==> src/rtl/line_mem_bridge_if.sv <==
// Cache-line request channel and word-wide main-memory channel of the line/memory bridge.
// A transfer happens on a rising edge where the producer's valid and the consumer's ready are both 1.
interface line_mem_bridge_if #(
  parameter int ADDR_W = 32,
  parameter int WORD_W = 32,
  parameter int LINE_W = 128
);
  logic              req_valid;
  logic              req_rw;
  logic [ADDR_W-1:0] req_addr;
  logic [LINE_W-1:0] req_data;
  logic              req_ready;
  logic              resp_valid;
  logic [LINE_W-1:0] resp_data;
  logic              busy;
  logic              mem_valid;
  logic              mem_we;
  logic [ADDR_W-1:0] mem_addr;
  logic [WORD_W-1:0] mem_wdata;
  logic              mem_ready;
  logic [WORD_W-1:0] mem_rdata;

  modport master (
    output req_valid, req_rw, req_addr, req_data, mem_ready, mem_rdata,
    input  req_ready, resp_valid, resp_data, busy, mem_valid, mem_we, mem_addr, mem_wdata
  );

  modport slave (
    input  req_valid, req_rw, req_addr, req_data, mem_ready, mem_rdata,
    output req_ready, resp_valid, resp_data, busy, mem_valid, mem_we, mem_addr, mem_wdata
  );
endinterface

==> src/rtl/line_mem_bridge.sv <==
// Splits a 4-word cache line read/writeback into four back-to-back word beats on main memory.
// All outputs are registered; state is exposed on state_dbg (0=IDLE, 1=BEAT, 2=DONE).
module line_mem_bridge #(
  parameter int ADDR_W = 32,
  parameter int WORD_W = 32,
  parameter int LINE_W = 128
) (
  input  logic              clk,
  input  logic              rst_n,
  line_mem_bridge_if.slave  bus,
  output logic [1:0]        state_dbg
);
  typedef enum logic [1:0] {IDLE = 2'd0, BEAT = 2'd1, DONE = 2'd2} state_t;

  state_t              state;
  logic [1:0]          cnt;
  logic [1:0]          cnt_nxt;
  logic [ADDR_W-5:0]   addr_q;
  logic                rw_q;
  logic [LINE_W-1:0]   wline;
  logic [LINE_W-1:0]   rd_line;
  logic [LINE_W-1:0]   rd_next;

  assign cnt_nxt   = cnt + 2'd1;
  assign state_dbg = state;

  // Read line with the word arriving this beat merged in.
  always_comb begin
    rd_next = rd_line;
    rd_next[int'(cnt)*WORD_W +: WORD_W] = bus.mem_rdata;
  end

  always_ff @(posedge clk or negedge rst_n) begin
    if (!rst_n) begin
      state          <= IDLE;
      cnt            <= 2'd0;
      addr_q         <= '0;
      rw_q           <= 1'b0;
      wline          <= '0;
      rd_line        <= '0;
      bus.req_ready  <= 1'b1;
      bus.resp_valid <= 1'b0;
      bus.resp_data  <= '0;
      bus.busy       <= 1'b0;
      bus.mem_valid  <= 1'b0;
      bus.mem_we     <= 1'b0;
      bus.mem_addr   <= '0;
      bus.mem_wdata  <= '0;
    end else begin
      case (state)
        IDLE: begin
          if (bus.req_valid) begin
            state         <= BEAT;
            cnt           <= 2'd0;
            addr_q        <= bus.req_addr[ADDR_W-1:4];
            rw_q          <= bus.req_rw;
            wline         <= bus.req_data;
            bus.req_ready <= 1'b0;
            bus.busy      <= 1'b1;
            bus.mem_valid <= 1'b1;
            bus.mem_we    <= bus.req_rw;
            bus.mem_addr  <= {bus.req_addr[ADDR_W-1:4], 4'b0000};
            bus.mem_wdata <= bus.req_data[WORD_W-1:0];
          end
        end
        BEAT: begin
          if (bus.mem_ready) begin
            if (!rw_q) rd_line <= rd_next;
            if (cnt == 2'd3) begin
              // Last beat: publish the line (reads only) together with the completion pulse.
              state          <= DONE;
              bus.mem_valid  <= 1'b0;
              bus.mem_we     <= 1'b0;
              bus.resp_valid <= 1'b1;
              if (!rw_q) bus.resp_data <= rd_next;
            end else begin
              cnt           <= cnt_nxt;
              bus.mem_addr  <= {addr_q, cnt_nxt, 2'b00};
              bus.mem_wdata <= wline[int'(cnt_nxt)*WORD_W +: WORD_W];
            end
          end
        end
        DONE: begin
          state          <= IDLE;
          cnt            <= 2'd0;
          bus.resp_valid <= 1'b0;
          bus.busy       <= 1'b0;
          bus.req_ready  <= 1'b1;
        end
        default: begin
          state          <= IDLE;
          cnt            <= 2'd0;
          bus.resp_valid <= 1'b0;
          bus.busy       <= 1'b0;
          bus.req_ready  <= 1'b1;
          bus.mem_valid  <= 1'b0;
          bus.mem_we     <= 1'b0;
        end
      endcase
    end
  end
endmodule

==> src/flat_wrapper.sv <==
// flat-port wrapper written by rule: the top's interface ports become plain ports
module line_mem_bridge_flat 
#(
  parameter int ADDR_W = 32,
  parameter int WORD_W = 32,
  parameter int LINE_W = 128
)
  (clk, rst_n, state_dbg, bus_req_valid, bus_req_rw, bus_req_addr, bus_req_data, bus_mem_ready, bus_mem_rdata, bus_req_ready, bus_resp_valid, bus_resp_data, bus_busy, bus_mem_valid, bus_mem_we, bus_mem_addr, bus_mem_wdata);
  line_mem_bridge_if #(.ADDR_W(ADDR_W), .WORD_W(WORD_W), .LINE_W(LINE_W)) bus_i ();
  input  logic clk;
  input  logic rst_n;
  output logic [1:0] state_dbg;
  input wire logic [$bits(bus_i.req_valid)-1:0] bus_req_valid;
  input wire logic [$bits(bus_i.req_rw)-1:0] bus_req_rw;
  input wire logic [$bits(bus_i.req_addr)-1:0] bus_req_addr;
  input wire logic [$bits(bus_i.req_data)-1:0] bus_req_data;
  input wire logic [$bits(bus_i.mem_ready)-1:0] bus_mem_ready;
  input wire logic [$bits(bus_i.mem_rdata)-1:0] bus_mem_rdata;
  output wire logic [$bits(bus_i.req_ready)-1:0] bus_req_ready;
  output wire logic [$bits(bus_i.resp_valid)-1:0] bus_resp_valid;
  output wire logic [$bits(bus_i.resp_data)-1:0] bus_resp_data;
  output wire logic [$bits(bus_i.busy)-1:0] bus_busy;
  output wire logic [$bits(bus_i.mem_valid)-1:0] bus_mem_valid;
  output wire logic [$bits(bus_i.mem_we)-1:0] bus_mem_we;
  output wire logic [$bits(bus_i.mem_addr)-1:0] bus_mem_addr;
  output wire logic [$bits(bus_i.mem_wdata)-1:0] bus_mem_wdata;
  assign bus_i.req_valid = bus_req_valid;
  assign bus_i.req_rw = bus_req_rw;
  assign bus_i.req_addr = bus_req_addr;
  assign bus_i.req_data = bus_req_data;
  assign bus_i.mem_ready = bus_mem_ready;
  assign bus_i.mem_rdata = bus_mem_rdata;
  assign bus_req_ready = bus_i.req_ready;
  assign bus_resp_valid = bus_i.resp_valid;
  assign bus_resp_data = bus_i.resp_data;
  assign bus_busy = bus_i.busy;
  assign bus_mem_valid = bus_i.mem_valid;
  assign bus_mem_we = bus_i.mem_we;
  assign bus_mem_addr = bus_i.mem_addr;
  assign bus_mem_wdata = bus_i.mem_wdata;
  line_mem_bridge #(.ADDR_W(ADDR_W), .WORD_W(WORD_W), .LINE_W(LINE_W)) u_core (.clk(clk), .rst_n(rst_n), .bus(bus_i), .state_dbg(state_dbg));
endmodule
==> config.mk <==
export PLATFORM = sky130hd
export DESIGN_NAME = line_mem_bridge_flat
export DESIGN_NICKNAME = d
export VERILOG_FILES = /design/src/rtl/line_mem_bridge_if.sv /design/src/rtl/line_mem_bridge.sv /design/src/flat_wrapper.sv
export SDC_FILE = /design/constraint.sdc
export NUM_CORES = 1
export LEC_CHECK = 0
export CAP_MARGIN = 25
export CORE_MARGIN = 4
export CORE_UTILIZATION = 56
export DETAILED_ROUTE_END_ITERATION = 10
export GPL_ROUTABILITY_DRIVEN = 0
export PLACE_DENSITY = 0.86
export SETUP_SLACK_MARGIN = 0.5
export SLEW_MARGIN = 5
export SYNTH_ARGS = -nofsm -noshare
export SYNTH_HDL_FRONTEND = slang
export SYNTH_SLANG_ARGS = --single-unit
==> constraint.sdc <==
create_clock -name clk -period 5.3 [get_ports clk]
set_input_delay 1.06 -clock clk [delete_from_list [all_inputs] [get_ports clk]]
set_output_delay 1.06 -clock clk [all_outputs]
set_load 0.02 [all_outputs]
==> reports/metrics.csv, run 1 <==
stage,metric,value,unit
timing,min_period_over_period,0.650,
yosys,syn-instance-count,1949,
yosys,syn-cell-area,0.0197,sq mm
clocking,cts.sinks,452,
power_and_ir_drop,p_comb_frac,0.441,
power_and_ir_drop,p_sw,0.00625,W
global_routing,grt_overflow,0,
worst_setup_path,worstSetupPathType,primary input to flip-flop,
floorplanning,dieArea,0.0383,sq mm
worst_setup_path,crit_fanout,42,
floorplanning,fp.dieW,196,microns
run_status,status,"complete, no violations",
placement,port_buffers,389,
yosys,yosys_warnings,0,
power_and_ir_drop,p_leak,11.2,nW
timing,fin_setup_tns,0,ps
placement,dp_hpwl,37.4,mm
final_layout,nets,2418,
power_and_ir_drop,swShare,0.387,
final_layout,area_growth,26.9,%
timing,relSlewSlack,0.311,
yosys,synth_flop_cell,dfrtp_1,
yosys,ys_seq_elements,452,
clocking,cts_resized,0,
routing,viasPerCell,6.13,
worst_hold_path,hold_depth,2,
global_routing,grt_pass1_wl,92.5,mm
floorplanning,fp.dieH,196,microns
clocking,cts_max_level,2,
routing,wl,58.6,mm
worst_setup_path,crit_arrival,3880,ps
worst_setup_path,cp-start-kind,primary input,
power_and_ir_drop,p_seq_frac,0.370,
clocking,clk_latency,560,ps
timing,hold_violations,0,
yosys,ys_seq_area_frac,0.574,
timing,max_clock_freq,290,MHz
yosys,async_flop_share,1.00,
yosys,synth_edf_count,0,
power_and_ir_drop,intPower,0.00988,W
routing,ant_nets,0,
global_routing,grt_max_degree,123,
global_routing,antenna_found_initial,10,
worst_setup_path,timing.rr.start,u_core.cnt[0]$_DFFE_PN0P_,
final_layout,drive_gt1_frac,0.0654,
worst_hold_path,min-delay-start,u_core.wline[72]$_DFFE_PN0P_,
floorplanning,rows,68,
flow_run,drv_cap,0,
worst_setup_path,cp.required,5740,ps
worst_setup_path,r2r_setup_slack,1950,ps
yosys,yosysTopAreaCellShare,0.572,
timing,hold_ws,472,ps
clocking,ctsHoldBuffers,0,
timing,finClkSkew,20.9,ps
yosys,synth_largest_area_cell,dfrtp_1,
worst_setup_path,endpoint_kind,flip-flop,
global_routing,grt.total_usage,0.300,
clocking,cts_tree,done,
worst_hold_path,min_path_type,flip-flop to flip-flop,
worst_setup_path,ff2ff_path_depth,6,
timing,finalCriticalPeriod,3450,ps
timing,rsz0062_at_grt,no,
yosys,syn_area_per_cell,10.1,sq um
worst_hold_path,whs_endpoint,u_core.wline[72]$_DFFE_PN0P_,
power_and_ir_drop,irDropWorstVdd,419,uV
global_routing,first_global_vias,16800,
timing,worstMarginPinSlew,1030,ps
clocking,root_buffer,clkbuf_16,
floorplanning,start_util,0.569,
routing,first_pass_iters,7,
routing,vias,16600,
routing,wl_per_cell,21.6,microns
power_and_ir_drop,power_density,644,mW/mm^2
yosys,synth_cell_type_count,39,
worst_setup_path,rr_endpoint,u_core.rd_line[36]$_DFFE_PN0P_,
timing,slew_violations,0,
routing,drt_iter0_drc,1517,
timing,finalSetupViolCount,0,
clocking,cts-buffers-inserted,46,
routing,drc,0,
floorplanning,core,0.0346,sq mm
clocking,clock_path_buffers,3,
clocking,cts_setup_buffers,0,
floorplanning,io_pins,396,
yosys,synth_area_leaders,"dfrtp_1, nand2_1, a21oi_1",
final_layout,num-fill-cells,2334,
power_and_ir_drop,pwr-share-clk,0.189,
clocking,clkTransAtPathRegs,60,ps
power by group through the flow:
stage | registers (W) | logic (W) | clock network [W]
detailed placement | 0.00597 | 0.00706 | 0
floorplan | 0.00656 | 0.00364 | 0
CTS | 0.00594 | 0.00712 | 0.00309
global placement | 0.00588 | 0.00682 | 0
global route | 0.00612 | 0.00768 | 0.00323
finish | 0.00597 | 0.00711 | 0.00304
cell usage after synthesis, types with 15 or more instances:
cell type    n
nand2_1    477
buf_2       64
o22ai_1     32
a22o_1     109
o21ai_0     70
nand3_1     63
buf_1       15
nand2b_1    51
nand4_1     19
nor2b_1     51
mux2i_1     28
nand3b_1    45
dfrtp_1    451
clkbuf_1    95
mux4_2      32
a31oi_1     47
inv_1       23
a21oi_1    201
per-layer routing:
| layer | routed length (microns) | track usage |
|---|---|---|
| met4 | 3180 | 0.150 |
| met3 | 5700 | 0.0728 |
| met1 | 21900 | 0.385 |
| met5 | 27 | 0 |
| met2 | 27800 | 0.480 |
worst max path at each step:
stage | from | to | slack, ps | cells past startpoint
floorplan | u_core.cnt[0]$_DFFE_PN0P_ | u_core.rd_line[47]$_DFFE_PN0P_ | 2820 | 11
global placement | bus_mem_ready | u_core.rd_line[44]$_DFFE_PN0P_ | 1200 | 6
detailed placement | bus_mem_ready | u_core.rd_line[32]$_DFFE_PN0P_ | 1320 | 7
CTS | bus_mem_ready | u_core.rd_line[32]$_DFFE_PN0P_ | 1910 | 7
global route | u_core.cnt[0]$_DFFE_PN0P_ | u_core.rd_line[36]$_DFFE_PN0P_ | 1720 | 6
finish | bus_mem_ready | u_core.rd_line[48]$_DFFE_PN0P_ | 1850 | 7
per-stage QoR:
step | util | setup slack (ps) | instance area [sq um] | instances | total power (W)
2_1_floorplan | - | 2820 | 19700 | 1950 | 0.0102
3_3_place_gp | 0.681 | 1200 | 23600 | 2620 | 0.0127
3_5_place_dp | 0.682 | 1320 | 23600 | 2622 | 0.0130
4_1_cts | 0.722 | 1910 | 25000 | 2702 | 0.0161
5_1_grt | 0.723 | 1720 | 25000 | 2711 | 0.0170
6_report | 0.723 | 1850 | 25000 | 2711 | 0.0161
sequential cells by signal, indices dropped and copies added (netlist names), 2 cells and up:
signal	count
u_core.addr_q	28
u_core.bus.mem_addr	30
u_core.bus.mem_wdata	32
u_core.bus.resp_data	128
u_core.cnt	2
u_core.rd_line	96
u_core.state_dbg	2
u_core.wline	128
worst max-delay path, cell delays in order:
cell	delay, ps
clkdlybuf4s50_1	460
buf_4	180
and4bb_4	600
buf_4	420
nand2_1	540
buf_8	360
a22o_1	240
placed cells by master, fill, tap and decap left out, types with 3 or more instances in the layout:
cell type,Yosys,final
nor2_1,7,6
clkbuf_1,95,13
nand4_1,19,19
nor2b_1,51,51
nand2_1,477,477
dfrtp_1,451,449
clkbuf_16,0,46
a22o_1,109,109
buf_12,0,5
clkbuf_8,0,4
mux2i_1,28,28
and3b_1,3,3
a21oi_1,201,201
a31oi_1,47,47
nand3_1,63,63
clkinvlp_4,0,3
clkdlybuf4s50_1,0,388
o21ai_0,70,70
ha_1,5,3
clkinv_2,0,10
buf_4,11,24
nand2b_1,51,50
diode_2,0,8
mux4_2,32,32
o21ai_1,12,12
inv_1,23,23
nand3b_1,45,45
o22ai_1,32,32
layout make-up:
| class | count | area (sq um) | area share |
|---|---|---|---|
| diodes | 8 | 20.0 | 0.000800 |
| clock buffers | 63 | 1250 | 0.0501 |
| clock inverters | 17 | 136 | 0.00545 |
| inverters | 23 | 86.3 | 0.00345 |
| multi-input cells | 1273 | 7440 | 0.297 |
| flip-flops and latches | 452 | 11300 | 0.452 |
| well taps | 455 | 569 | 0.0227 |
| repair buffers | 420 | 4210 | 0.168 |
cells by family (layout without fill, tap and decap cells):
group | Yosys count | count (layout) | share of synthesized area
AO/OA/AOI/OAI | 473 | 473 | 0.146
adder cells (fa/ha/maj) | 5 | 5 | 0.00317
buffers and inverters | 225 | 523 | 0.0523
flip-flops | 452 | 452 | 0.574
multiplexers | 61 | 61 | 0.0513
other | 1 | 10 | 0.000190
AND/OR/NAND/NOR | 732 | 732 | 0.173
Note: power is estimated with default switching activity, not from simulation.
==> run 2, diff against run 1 <==
- CORE_UTILIZATION: 56 -> 52
- PLACE_DENSITY: 0.86 -> 0.81
- clock period: 5.3 -> 3.53 ns (I/O delays scaled with it)
==> reports/metrics.csv, run 2 (same netlist as run 1, synthesis figures left out) <==
stage,metric,value,unit,change
run_status,status,"complete, no violations",,unchanged
clocking,clkTransAtPathRegs,60,ps,about the same
final_layout,final_cell_mix,"nand2_1, dfrtp_1, clkdlybuf4s50_1, a21oi_1, a22o_1",,unchanged
placement,dp_hpwl,38.5,mm,was 37.4 mm
routing,viasPerCell,5.92,,was 6.13
power_and_ir_drop,irDropWorstVdd,495,uV,was 419 uV
worst_setup_path,crit_arrival,3290,ps,was 3880 ps
clocking,cts_tree,done,,unchanged
clocking,cts_setup_buffers,0,,unchanged
worst_hold_path,min_path_type,primary input to asynchronous set/reset pin,,was flip-flop to flip-flop
final_layout,num-fill-cells,2706,,was 2334
power_and_ir_drop,power_density,976,mW/mm^2,was 644 mW/mm^2
routing,wl,59.5,mm,was 58.6 mm
power_and_ir_drop,power,0.0249,W,was 0.0161 W
final_layout,final_util,0.679,,was 0.723
global_routing,antenna_found_initial,14,,was 10
worst_setup_path,endpoint_kind,flip-flop,,unchanged
routing,first_pass_iters,5,,was 7
final_layout,final_cells,2785,,was 2711
clocking,clock_path_buffers,3,,unchanged
clocking,cts-buffers-inserted,47,,was 46
timing,slew_violations,0,,unchanged
timing,worstMarginPinSlew,758,ps,was 1030 ps
clocking,cts.sinks,452,,unchanged
global_routing,grt.total_usage,0.282,,was 0.300
clocking,cts_max_level,2,,unchanged
power_and_ir_drop,p_leak,11.4,nW,was 11.2 nW
floorplanning,io_pins,396,,unchanged
global_routing,grt_pass1_wl,93.1,mm,was 92.5 mm
floorplanning,core,0.0376,sq mm,was 0.0346 sq mm
routing,drc,0,,unchanged
final_layout,area_growth,29.3,%,was 26.9%
floorplanning,start_util,0.525,,was 0.569
timing,relSlewSlack,0.495,,was 0.311
timing,finClkSkew,27.2,ps,was 20.9 ps
global_routing,grt_overflow,0,,unchanged
timing,max_clock_freq,356,MHz,
floorplanning,fp.dieW,203,microns,was 196 microns
final_layout,drive_gt1_frac,0.0734,,was 0.0654
floorplanning,fp.dieH,203,microns,was 196 microns
routing,drt_iter0_drc,1420,,was 1517
timing,hold_violations,0,,unchanged
final_layout,reg_top3,"u_core.bus.resp_data (128), u_core.wline (128), u_core.rd_line (96)",,unchanged
clocking,root_buffer,clkbuf_16,,unchanged
final_layout,nets,2431,,was 2418
clocking,clk_latency,570,ps,was 560 ps
timing,finalSetupViolCount,0,,unchanged
worst_setup_path,cp.required,4010,ps,was 5740 ps
worst_setup_path,worstSetupPathType,flip-flop to flip-flop,,was primary input to flip-flop
worst_setup_path,crit_fanout,36,,was 42
floorplanning,rows,71,,was 68
routing,wl_per_cell,21.4,microns,was 21.6 microns
global_routing,first_global_vias,16800,,about the same
global_routing,grt_max_degree,100,,was 123
timing,finalCriticalPeriod,2810,ps,
worst_setup_path,cp-start-kind,flip-flop,,was primary input
final_layout,regArea,0.0113,sq mm,unchanged
timing,min_period_over_period,0.796,,
clocking,ctsHoldBuffers,0,,unchanged
floorplanning,dieArea,0.0411,sq mm,was 0.0383 sq mm
routing,vias,16500,,was 16600
routing,ant_nets,0,,unchanged
placement,place_inst,2691,,was 2622
final_layout,multi_input_area,0.00744,sq mm,unchanged
timing,fin_setup_tns,0,ps,unchanged
final_layout,final_common_cell,nand2_1,,unchanged
flow_run,drv_cap,0,,unchanged
clocking,cts_resized,0,,unchanged
placement,port_buffers,389,,unchanged
timing,rsz0062_at_grt,no,,unchanged
## run 2: cell types whose count changed in the layout (fill, tap and decap cells not counted), sizes merged
cell / before / now
inv: 25 / 23
bufinv: 1 / 5
buf: 32 / 44
clkinvlp: 3 / 0
clkinv: 11 / 8
diode: 8 / 13
clkbuf: 63 / 68
## run 2: cell type report
cell class                      count  share of cell area
Multi-Input combinational cell   1273               0.292
Antenna cell                       13             0.00128
Timing Repair Buffer              432               0.172
Tap cell                          511              0.0251
Sequential cell                   452               0.444
Inverter                           23             0.00339
Clock inverter                     13             0.00834
Clock buffer                       68              0.0547
## run 2: power breakdown
part	leakage, nW	internal, W	switching [W]
clock	0.796	0.00310	0.00205
combinational	4.84	0.00480	0.00595
sequential	5.75	0.00756	0.00144
## run 2: stage by stage
step,worst slack [ps],hold WS (ps),area [sq um]
after floorplan,1050,410,19700
after global placement,661,454,23800
after detailed placement,686,459,23900
after CTS,742,116,25500
after global routing,561,145,25500
final,719,118,25500
## run 2: path summary, 6_finish.rpt
kind	startpoint	end	slack, ps	depth (start not counted)
setup / recovery	u_core.cnt[0]$_DFFE_PN0P_	u_core.rd_line[91]$_DFFE_PN0P_	720	7
hold / removal	rst_n	u_core.bus.mem_addr[22]$_DFFE_PN0P_	120	1
setup reg to reg	u_core.cnt[0]$_DFFE_PN0P_	u_core.rd_line[91]$_DFFE_PN0P_	720	7
hold reg to reg	u_core.wline[113]$_DFFE_PN0P_	u_core.wline[113]$_DFFE_PN0P_	470	2
max in group asynchronous	rst_n	u_core.bus.resp_data[89]$_DFFE_PN0P_	2440	2
min in group clk	u_core.wline[113]$_DFFE_PN0P_	u_core.wline[113]$_DFFE_PN0P_	470	2
## run 2: worst max-delay path: stages (launching register included)
cell and delay (ps):
dfrtp_2 460, inv_1 150, ha_2 370, buf_4 470, and4bb_1 300, and3b_1 380
buf_4 390, a22o_1 210
## run 2: per-layer routing
layer,up-vias,GRT usage,share of wire
li1,7265,-,-
met2,798,0.440,0.47
met1,8250,0.372,0.39
met4,4,0.157,0.055
met3,178,0.0607,0.084
met5,-,0,0.00037
